File: config.mk
export PLATFORM = sky130hd
export DESIGN_NAME = mem_stage
export DESIGN_NICKNAME = d
export VERILOG_FILES = /design/src/rtl/mem_stage_pkg.sv /design/src/rtl/mem_byte_lane.sv /design/src/rtl/mem_stage.sv
export SDC_FILE = /design/constraint.sdc
export NUM_CORES = 1
export LEC_CHECK = 0
export ABC_AREA = 1
export CAP_MARGIN = 20
export CORE_UTILIZATION = 35
export CTS_CLUSTER_DIAMETER = 80
export DETAILED_ROUTE_END_ITERATION = 8
export DONT_BUFFER_PORTS = 1
export PLACE_DENSITY = 0.6
export SLEW_MARGIN = 20
export SYNTH_ARGS = -nofsm -noshare
export SYNTH_HDL_FRONTEND = slang
export SYNTH_HIERARCHICAL = 1
export SYNTH_SLANG_ARGS = --single-unit
File: constraint.sdc
create_clock -name clk -period 1.7 [get_ports clk]
set_clock_uncertainty 0.05 [all_clocks]
set_input_delay 0.255 -clock clk [delete_from_list [all_inputs] [get_ports clk]]
set_output_delay 0.255 -clock clk [all_outputs]
set_load 0.01 [all_outputs]
File: src/rtl/mem_stage_pkg.sv
// Shared types for the memory stage: op codes, FSM states and default widths.
// Defining MEM_STAGE_INDIRECT_EN adds the IND state used by LDI/STI.
package mem_stage_pkg;

    localparam int unsigned DefDataW = 16;
    localparam int unsigned DefCtrlW = 32;

`ifdef MEM_STAGE_INDIRECT_EN
    localparam bit IndirectEn = 1'b1;
`else
    localparam bit IndirectEn = 1'b0;
`endif

    typedef enum logic [2:0] {NONE, LDR, LDB, STR, STB, LDI, STI} mem_op_t;

`ifdef MEM_STAGE_INDIRECT_EN
    typedef enum logic [1:0] {IDLE, ACCESS, DONE, IND} mem_state_t;
`else
    typedef enum logic [1:0] {IDLE, ACCESS, DONE} mem_state_t;
`endif

    function automatic logic isStore(input mem_op_t op);
        return op inside {STR, STB, STI};
    endfunction

    function automatic logic isByteOp(input mem_op_t op);
        return op inside {LDB, STB};
    endfunction

    // Without the indirect option LDI/STI collapse to plain word accesses.
    function automatic logic isIndirect(input mem_op_t op);
        return IndirectEn && (op inside {LDI, STI});
    endfunction

endpackage

File: src/rtl/mem_byte_lane.sv
// Combinational lane logic: address alignment, byte mask, store-data
// replication and zero-extended byte extraction for loads.
module mem_byte_lane #(
    parameter int unsigned DATA_W = 16
) (
    input  logic [DATA_W-1:0]            addr,
    input  logic [DATA_W-1:0]            wdata,
    input  logic                         wrByte,
    input  logic [DATA_W-1:0]            rdata,
    input  logic [$clog2(DATA_W/8)-1:0]  rdLane,
    input  logic                         rdByte,
    output logic [DATA_W-1:0]            alignAddr,
    output logic [DATA_W/8-1:0]          laneMask,
    output logic [DATA_W-1:0]            laneWdata,
    output logic [DATA_W-1:0]            loadData
);

    localparam int unsigned Lanes    = DATA_W / 8;
    localparam int unsigned LaneBits = $clog2(Lanes);

    logic [LaneBits-1:0] wrLane;
    logic [DATA_W-1:0]   rdShifted;

    assign wrLane    = addr[LaneBits-1:0];
    assign alignAddr = {addr[DATA_W-1:LaneBits], {LaneBits{1'b0}}};
    assign rdShifted = rdata >> {rdLane, 3'b000};

    always_comb begin
        laneMask  = '1;
        laneWdata = wdata;
        if (wrByte) begin
            laneMask  = {{(Lanes-1){1'b0}}, 1'b1} << wrLane;
            laneWdata = {Lanes{wdata[7:0]}};
        end
    end

    always_comb begin
        loadData = rdata;
        if (rdByte) begin
            loadData = {{(DATA_W-8){1'b0}}, rdShifted[7:0]};
        end
    end

endmodule

File: src/rtl/mem_stage.sv
// Pipeline memory stage: issues one load/store per instruction and holds
// upstream until the memory responds. Option: MEM_STAGE_INDIRECT_EN.
module mem_stage
    import mem_stage_pkg::*;
#(
    parameter int unsigned DATA_W = DefDataW,
    parameter int unsigned CTRL_W = DefCtrlW
) (
    input  logic                clk,
    input  logic                rst_n,
    input  logic                in_valid,
    input  mem_op_t             in_op,
    input  logic [DATA_W-1:0]   in_addr,
    input  logic [DATA_W-1:0]   in_wdata,
    input  logic [DATA_W-1:0]   in_alu,
    input  logic [DATA_W-1:0]   in_ir,
    input  logic [DATA_W-1:0]   in_pc,
    input  logic [CTRL_W-1:0]   in_ctrl,
    input  logic                stall_in,
    output logic                stall_out,
    output logic [DATA_W-1:0]   mem_addr,
    output logic                mem_read,
    output logic                mem_write,
    output logic [DATA_W/8-1:0] mem_wmask,
    output logic [DATA_W-1:0]   mem_wdata,
    input  logic [DATA_W-1:0]   mem_rdata,
    input  logic                mem_resp,
    output logic                out_valid,
    output logic [DATA_W-1:0]   out_mdr,
    output logic [DATA_W-1:0]   out_alu,
    output logic [DATA_W-1:0]   out_ir,
    output logic [DATA_W-1:0]   out_pc,
    output logic [CTRL_W-1:0]   out_ctrl
);

    localparam int unsigned Lanes    = DATA_W / 8;
    localparam int unsigned LaneBits = $clog2(Lanes);

    mem_state_t          stateQ, stateD;
    mem_op_t             opQ;
    logic [LaneBits-1:0] laneQ;
    logic [DATA_W-1:0]   memAddrQ, memWdataQ, mdrQ, aluQ, irQ, pcQ;
    logic [Lanes-1:0]    memWmaskQ;
    logic [CTRL_W-1:0]   ctrlQ;

    logic [DATA_W-1:0]   alignAddr, laneWdata, loadData, rdResult;
    logic [Lanes-1:0]    laneMask;
    logic                takeIn, accept, passThrough, memDone;
    logic                commitEn;
    logic [DATA_W-1:0]   commitMdr, commitAlu, commitIr, commitPc;
    logic [CTRL_W-1:0]   commitCtrl;

    mem_byte_lane #(
        .DATA_W(DATA_W)
    ) byteLane (
        .addr      (in_addr),
        .wdata     (in_wdata),
        .wrByte    (isByteOp(in_op)),
        .rdata     (mem_rdata),
        .rdLane    (laneQ),
        .rdByte    (opQ == LDB),
        .alignAddr (alignAddr),
        .laneMask  (laneMask),
        .laneWdata (laneWdata),
        .loadData  (loadData)
    );

    assign takeIn      = (stateQ == IDLE) && in_valid && !stall_in;
    assign accept      = takeIn && (in_op != NONE);
    assign passThrough = takeIn && (in_op == NONE);
    assign rdResult    = isStore(opQ) ? '0 : loadData;

    assign mem_addr  = memAddrQ;
    assign mem_wdata = memWdataQ;
    assign mem_wmask = memWmaskQ;

    always_ff @(posedge clk) begin
        if (!rst_n) begin
            stateQ <= IDLE;
        end else begin
            stateQ <= stateD;
        end
    end

    always_comb begin
        stateD  = stateQ;
        memDone = 1'b0;
        case (stateQ)
            IDLE: if (accept) stateD = ACCESS;
            ACCESS: begin
                if (mem_resp) begin
`ifdef MEM_STAGE_INDIRECT_EN
                    if (isIndirect(opQ)) begin
                        stateD = IND;
                    end else begin
                        memDone = 1'b1;
                        stateD  = stall_in ? DONE : IDLE;
                    end
`else
                    memDone = 1'b1;
                    stateD  = stall_in ? DONE : IDLE;
`endif
                end
            end
`ifdef MEM_STAGE_INDIRECT_EN
            IND: begin
                if (mem_resp) begin
                    memDone = 1'b1;
                    stateD  = stall_in ? DONE : IDLE;
                end
            end
`endif
            DONE: if (!stall_in) stateD = IDLE;
            default: stateD = IDLE;
        endcase
    end

    always_comb begin
        mem_read  = 1'b0;
        mem_write = 1'b0;
        stall_out = 1'b0;
        case (stateQ)
            IDLE: stall_out = accept;
            ACCESS: begin
                // The first leg of an indirect op is always a pointer read.
                mem_read  = !isStore(opQ) || isIndirect(opQ);
                mem_write = !mem_read;
                stall_out = !mem_resp || isIndirect(opQ);
            end
`ifdef MEM_STAGE_INDIRECT_EN
            IND: begin
                mem_read  = (opQ == LDI);
                mem_write = (opQ == STI);
                stall_out = !mem_resp;
            end
`endif
            DONE: stall_out = stall_in;
            default: stall_out = 1'b0;
        endcase
        if (!rst_n) stall_out = 1'b0;
    end

    always_comb begin
        commitEn   = 1'b0;
        commitMdr  = rdResult;
        commitAlu  = aluQ;
        commitIr   = irQ;
        commitPc   = pcQ;
        commitCtrl = ctrlQ;
        if (passThrough) begin
            commitEn   = 1'b1;
            commitMdr  = '0;
            commitAlu  = in_alu;
            commitIr   = in_ir;
            commitPc   = in_pc;
            commitCtrl = in_ctrl;
        end else if (memDone && !stall_in) begin
            commitEn = 1'b1;
        end else if ((stateQ == DONE) && !stall_in) begin
            commitEn  = 1'b1;
            commitMdr = mdrQ;
        end
    end

    always_ff @(posedge clk) begin
        if (!rst_n) begin
            opQ       <= NONE;
            laneQ     <= '0;
            memAddrQ  <= '0;
            memWdataQ <= '0;
            memWmaskQ <= '0;
            mdrQ      <= '0;
            aluQ      <= '0;
            irQ       <= '0;
            pcQ       <= '0;
            ctrlQ     <= '0;
            out_valid <= 1'b0;
            out_mdr   <= '0;
            out_alu   <= '0;
            out_ir    <= '0;
            out_pc    <= '0;
            out_ctrl  <= '0;
        end else begin
            if (accept) begin
                opQ       <= in_op;
                laneQ     <= in_addr[LaneBits-1:0];
                memAddrQ  <= alignAddr;
                memWdataQ <= laneWdata;
                memWmaskQ <= laneMask;
                aluQ      <= in_alu;
                irQ       <= in_ir;
                pcQ       <= in_pc;
                ctrlQ     <= in_ctrl;
            end
`ifdef MEM_STAGE_INDIRECT_EN
            if ((stateQ == ACCESS) && mem_resp && isIndirect(opQ)) begin
                memAddrQ  <= {mem_rdata[DATA_W-1:LaneBits], {LaneBits{1'b0}}};
                memWmaskQ <= '1;
            end
`endif
            if (memDone && stall_in) mdrQ <= rdResult;
            if (!stall_in) begin
                out_valid <= commitEn;
                if (commitEn) begin
                    out_mdr  <= commitMdr;
                    out_alu  <= commitAlu;
                    out_ir   <= commitIr;
                    out_pc   <= commitPc;
                    out_ctrl <= commitCtrl;
                end
            end
        end
    end

endmodule

======== Word-level counts from Yosys, hierarchy flattened ========
Cells that the tools add are included.
storage, ports and cells
  bits in registers ....................... 232
  input bits .............................. 136
  logic and storage cells ................. 73
cells by class
  equality and inequality tests ........... 11
  shift-type cells ........................ 2
  muxes and demuxes ....................... 25
  bitwise gates (word level) .............. 1
  reduce and logical (&&, ||, !) cells .... 17
operator list
  cell                   number
  $mux W16               9
  $mux W32               1
  $shr A16 B4 Y8         1
  $mux W2                5
  $eq A3 B2 Y1 const B   3
  $eq A3 B3 Y1 const B   3
  $mux W1                8
  $logic_and A1 B1 Y1    7
  $ne A2 B2 Y1 const B   3
  $pmux W2 S3            1
  $reduce_bool A3 Y1     2
  $logic_not A1 Y1       3
  $logic_not A3 Y1       1
  $pmux W1 S3            1
  $reduce_and A3 Y1      1
  $eq A2 B1 Y1 const B   1
  $eq A2 B2 Y1 const B   1
  $logic_not A2 Y1       1
  $reduce_and A2 Y1      1
  $reduce_bool A2 Y1     1
  $shl A1 B1 Y2 const A  1
  $not A1 Y1             1

======== Longest topological paths before layout ========
  word-level depth ........................ 6
  depth in mapped cells ................... 11

======== Modules after synthesis ========
The synthesis kept the hierarchy.
by module, submodules not included
  module         times used  cells each  area each (um^2)
  mem_stage      1           1271        9391.5
  mem_byte_lane  1           98          529.3

======== Worst setup path before layout ========
No wires, ideal clock.
  path kind ............................... flip-flop to output port
  start point ............................. register stateQ[1]
  end point ............................... output stall_out
  data arrival time ....................... 1.336 ns
  path slack .............................. 0.059 ns
  cell stages (with the launch flop) ...... 10
  path buffers ............................ 2
  cells stage by stage .................... dfxtp_1 inv_1 nand2_2 nor2_8 inv_2 nor2_8 inv_2 buf_6 buf_6 a31oi_1
between the ends
  cells in the longest elaborated chain, start to end .. 6
  elaborated cells on any way between the ends .. 8
  classes of those cells .................. 2 x eq/ne; 2 x mux; 4 x reduce/logical
ends and longest elaborated chain
  item                              RTL line                           text
  from (decl)                       mem_stage.sv:39                    mem_state_t stateQ, stateD;
  from (signal assigned)            mem_stage.sv:81                    stateQ <= stateD;
  $logic_not A2 Y1                  mem_stage.sv:68, mem_stage.sv:122
  $logic_and A1 B1 Y1 (2 in a row)  mem_stage.sv:68                    assign takeIn = (stateQ == IDLE) && in_valid && !stall_in;
  $logic_and A1 B1 Y1               mem_stage.sv:69                    assign accept = takeIn && (in_op != NONE);
  $pmux W1 S3 (*)                   mem_stage.sv:122                   case (stateQ)
  $mux W1 (*)                       mem_stage.sv:140                   if (!rst_n) stall_out = 1'b0;
  to (decl)                         mem_stage.sv:20                    output logic stall_out,
Mark *: on every way between the ends. The rest lies on a longest branch, timed or not.

======== Worst setup path in the final report ========
  start point ............................. register stateQ[0]
  end point ............................... output stall_out
Same word-level chain as after synthesis.

==> impl_summary.txt <==
----------------------------------------------------
[STA]
  Number of pins with negative max-slew slack in the final report ... 0
  Peak clock frequency supported by timing ... 520 MHz
  Share of the clock period used by the worst path ... 113%
  Final setup violation count ... 1
  Transition time at the pin with the least slew margin ... 0.553 ns
  Minimum period implied by the final worst setup slack ... 1.92 ns
  Total count of hold-check failures in the final report ... 147
  Hold slack ... -0.176 ns
  Worst-case setup margin in the final layout ... -0.222 ns
  Worst rel slew slack ... 63.1%
  Setup repair after global routing missed its margin ... yes

[Worst setup path]
  Slowest stage cell on the critical path ... sky130_fd_sc_hd__dfxtp_2
  Critical path launch point type ... flip-flop
  Largest fanout on the critical path ... 4
  Required time at the endpoint of the critical path ... 1.39 ns
  Critical path destination ... stall_out
  Cells along the critical path ... inv_4 > nor2_1 > inv_1 > or2_4 > a31oi_4 > buf_6
  Reg-to-Reg Start ... stateQ[0]
  Critical path startpoint ... stateQ[0]
  Worst reg2reg endpoint ... out_ir[7]
  Worst Path Buf+Inv ... 3
  Flop2flop setup slack ... 0.03 ns
  Crit Path Category ... reg -> out
  Nature of the critical path endpoint ... primary output
  Number of stages on the worst setup path ... 6
  Maximum single-stage delay on the critical path ... 0.37 ns
  Dominant delay contributor by cell family on the critical path ... flip-flops
  Depth of the worst register-to-register path ... 10
  Critical path data arrival time ... 1.62 ns

[Pwr]
  Max VDD drop ... 0.835 mV
  Static leakage ... 5.51 nW
  Total Power ... 0.0133 W
  Areal power density over the cells ... 1040 nW/um^2

[Finish]
  Post-layout util ... 45.8%
  Final Net Count ... 1,593
  Fraction of final layout cells sized beyond drive strength 1 ... 10.1%
  Fillcell total ... 2,683
  Area used by multi-input combinational logic ... 4210 sq um
  Sequential cell area in the final layout ... 4670 sq um
  Final standard cell count with taps included and fillers excluded ... 1,857
  Area delta synth->final ... 28.7%

[Place]
  Cells after DPL ... 1,654
  Post-DP HPWL ... 16,700 um
  Port bufs ... 0
  Weighted congestion reported at the end of routability-driven placement ... 0.863

[Clock network]
  CTS Root Cell ... sky130_fd_sc_hd__clkbuf_16
  Clock H-tree levels ... 1
  Clock slew at the register clock pins of the worst setup and hold paths ... 0.06 ns
  TritonCTS clock tree ... built
  Clock buffer count from CTS ... 27
  Number of sinks handled by clock tree synthesis ... 233
  Number of buffers between clock root and the deepest sink ... 3
  Worst skew pair latency ... 0.53 ns

[Floorplanning]
  Number of rows created at floorplan ... 61
  Count of pins on the block boundary ... 270
  Floorplan core area ... 27,900 sq um
  Die X ... 170 um
  Die Outline Area ... 29,000 sq um
  Die boundary height ... 170 um
  Effective utilization at floorplan ... 35.6%

[Logic synthesis]
  Post-Synthesis Mean Instance Area ... 7.25 sq um
  Main synth FF type ... sky130_fd_sc_hd__dfxtp_1
  Synthesized netlist cell count ... 1,369
  Most frequent cells after synthesis ... sky130_fd_sc_hd__o21ai_0 (258), sky130_fd_sc_hd__nor2_1 (245), sky130_fd_sc_hd__dfxtp_1 (233), sky130_fd_sc_hd__nand2_1 (179), sky130_fd_sc_hd__a21oi_1 (119)
  Count of warnings emitted by yosys ... 6
  Synth Net Count ... 1,505
  Flip-flop and latch count after synthesis ... 233
  Cell with the most instances after synthesis ... sky130_fd_sc_hd__o21ai_0
  Yosys top cell by area ... sky130_fd_sc_hd__dfxtp_1
  Share of Yosys cell area claimed by the top area cell type ... 47.0%
  Sequential-to-total area share from yosys stat ... 47.0%
  Async SR Flop Fraction ... 0%
  Synth cell types ... 28
  Most area-consuming cells after synthesis ... sky130_fd_sc_hd__dfxtp_1 (47%), sky130_fd_sc_hd__o21ai_0 (13%), sky130_fd_sc_hd__nor2_1 (9.3%)
  Count of flip-flops with a built-in enable after synthesis ... 0
  Cell Area, Synth ... 9920 sq um

[GRT]
  Pin count of the biggest net entering global routing ... 199
  Overflow left after global routing ... 0
  Wire length of the first global-routing pass ... 42,500 um
  Vias in the first global route ... 8,319
  Number of antenna violations at the first check in global routing ... 3
  Total global-route track usage ... 18.0%

[Run status]
  Violated checks ... hold timing, setup timing
  Result of the run ... finished, violations left

[Flow run]
  Number of max-capacitance violations reported ... 0

[Route]
  DRC violation count after routing ... 0
  Via density per instance ... 4.95
  Total via count after detailed routing ... 9,193
  Routed Wire Length ... 30,200 um
  Average detailed-routed wire length per instance ... 16.3 um
  Final antenna-violating net count ... 0
  Length of the first detailed-routing pass in iterations ... 5
  Initial drt markers ... 630

[Worst hold path]
  Path class of the lowest-slack min-delay path ... in -> reg

----------------------------------------------------
## sequential cells by signal, indices dropped and copies added (netlist names)
register and cells:
aluQ 16, ctrlQ 32, irQ 16, laneQ 1, mdrQ 16, mem_addr 16
mem_wdata 16, mem_wmask 2, opQ 3, out_alu 16, out_ctrl 32, out_ir 16
out_mdr 16, out_pc 16, out_valid 1, pcQ 16, stateQ 2
## per-layer routing
layer	wire length (um)	track usage, %
met1	13000	22.1
met2	13700	28.9
met3	2780	6.77
met4	787	6.11
met5	0	0
## layout by cell type, fill, tap and decap left out, types with 2 or more instances in the layout
cell type / Yosys / routed
sky130_fd_sc_hd__buf_6: 12 / 7
sky130_fd_sc_hd__buf_16: 0 / 7
sky130_fd_sc_hd__nor2_4: 1 / 4
sky130_fd_sc_hd__dfxtp_2: 0 / 3
sky130_fd_sc_hd__clkbuf_1: 33 / 7
sky130_fd_sc_hd__nand3_2: 3 / 4
sky130_fd_sc_hd__nand2_4: 3 / 3
sky130_fd_sc_hd__bufinv_16: 0 / 3
sky130_fd_sc_hd__clkbuf_16: 0 / 35
sky130_fd_sc_hd__inv_1: 104 / 103
sky130_fd_sc_hd__nand3_1: 39 / 38
sky130_fd_sc_hd__nand2_8: 0 / 3
sky130_fd_sc_hd__clkinv_2: 0 / 4
sky130_fd_sc_hd__nor2_1: 245 / 234
sky130_fd_sc_hd__buf_12: 0 / 6
sky130_fd_sc_hd__o21ai_0: 258 / 239
sky130_fd_sc_hd__clkbuf_8: 0 / 4
sky130_fd_sc_hd__nand4_1: 15 / 15
sky130_fd_sc_hd__nor2_2: 1 / 9
sky130_fd_sc_hd__inv_8: 0 / 2
sky130_fd_sc_hd__nor2_8: 3 / 3
sky130_fd_sc_hd__nand2_1: 179 / 178
sky130_fd_sc_hd__diode_2: 0 / 3
sky130_fd_sc_hd__a21oi_1: 119 / 119
sky130_fd_sc_hd__o21ai_1: 28 / 46
sky130_fd_sc_hd__inv_2: 7 / 4
sky130_fd_sc_hd__clkinvlp_4: 0 / 2
sky130_fd_sc_hd__dfxtp_1: 233 / 230
sky130_fd_sc_hd__buf_4: 35 / 33
sky130_fd_sc_hd__inv_4: 1 / 5
sky130_fd_sc_hd__dlygate4sd3_1: 0 / 117
## how the worst min path moves through the flow
stage | end | cells after the start | start | slack, ns
3_3_place_gp | opQ[2] | 2 | in_op[2] | 0.34
3_5_place_dp | opQ[2] | 2 | in_op[2] | 0.35
5_1_grt | out_pc[8] | 2 | rst_n | -0.19
6_report | irQ[2] | 2 | rst_n | -0.18
4_1_cts | out_pc[8] | 2 | rst_n | -0.20
2_1_floorplan | opQ[2] | 2 | in_op[2] | 0.33
## through the flow
step / setup TNS [ns] / setup WS (ns) / cell area, sq um
finish: -0.222 / -0.222 / 12800
floorplan: 0 / 0.0592 / 9920
global placement: 0 / 0.135 / 10000
detailed placement: 0 / 0.0824 / 10000
global route: -1.77 / -0.278 / 12800
CTS: -0.295 / -0.269 / 12100
## kinds of logic (layout without fill, tap and decap cells)
group | count (synthesis) | count (layout) | share of synthesized area [%]
compound gates | 406 | 406 | 20.5
other cells | 1 | 4 | 0.0378
simple gates | 493 | 494 | 20.7
buf+inv | 236 | 342 | 11.7
flops | 233 | 233 | 47.0
## timing repair
| action | CTS | global route |
|---|---|---|
| hold buffers | 111 | 6 |
| hold endpoints to repair | 213 | 197 |
| setup endpoints to repair | 3 | 137 |
| gates cloned | 0 | 15 |
| pin swaps | 7 | 9 |
| gates resized for setup | 13 | 62 |
| setup buffers | 7 | 15 |
## final cells by class
class,count,area share (%)
clock inverters,10,1.05
clock buffers,38,5.93
well taps,378,3.71
multi-input cells,901,33.0
flip-flops and latches,233,36.6
diodes,3,0.0588
repair buffers,179,15.9
inverters,113,3.63
repair inverters,2,0.176
## report_power, final
part	total [W]	leakage, nW	switching (W)	internal [W]
Combinational	0.00138	3.17	0.000745	0.000639
Sequential	0.00606	1.90	0.000280	0.00578
Clock	0.00583	0.432	0.00229	0.00354
No activity file was read; power rests on OpenSTA's default activity.
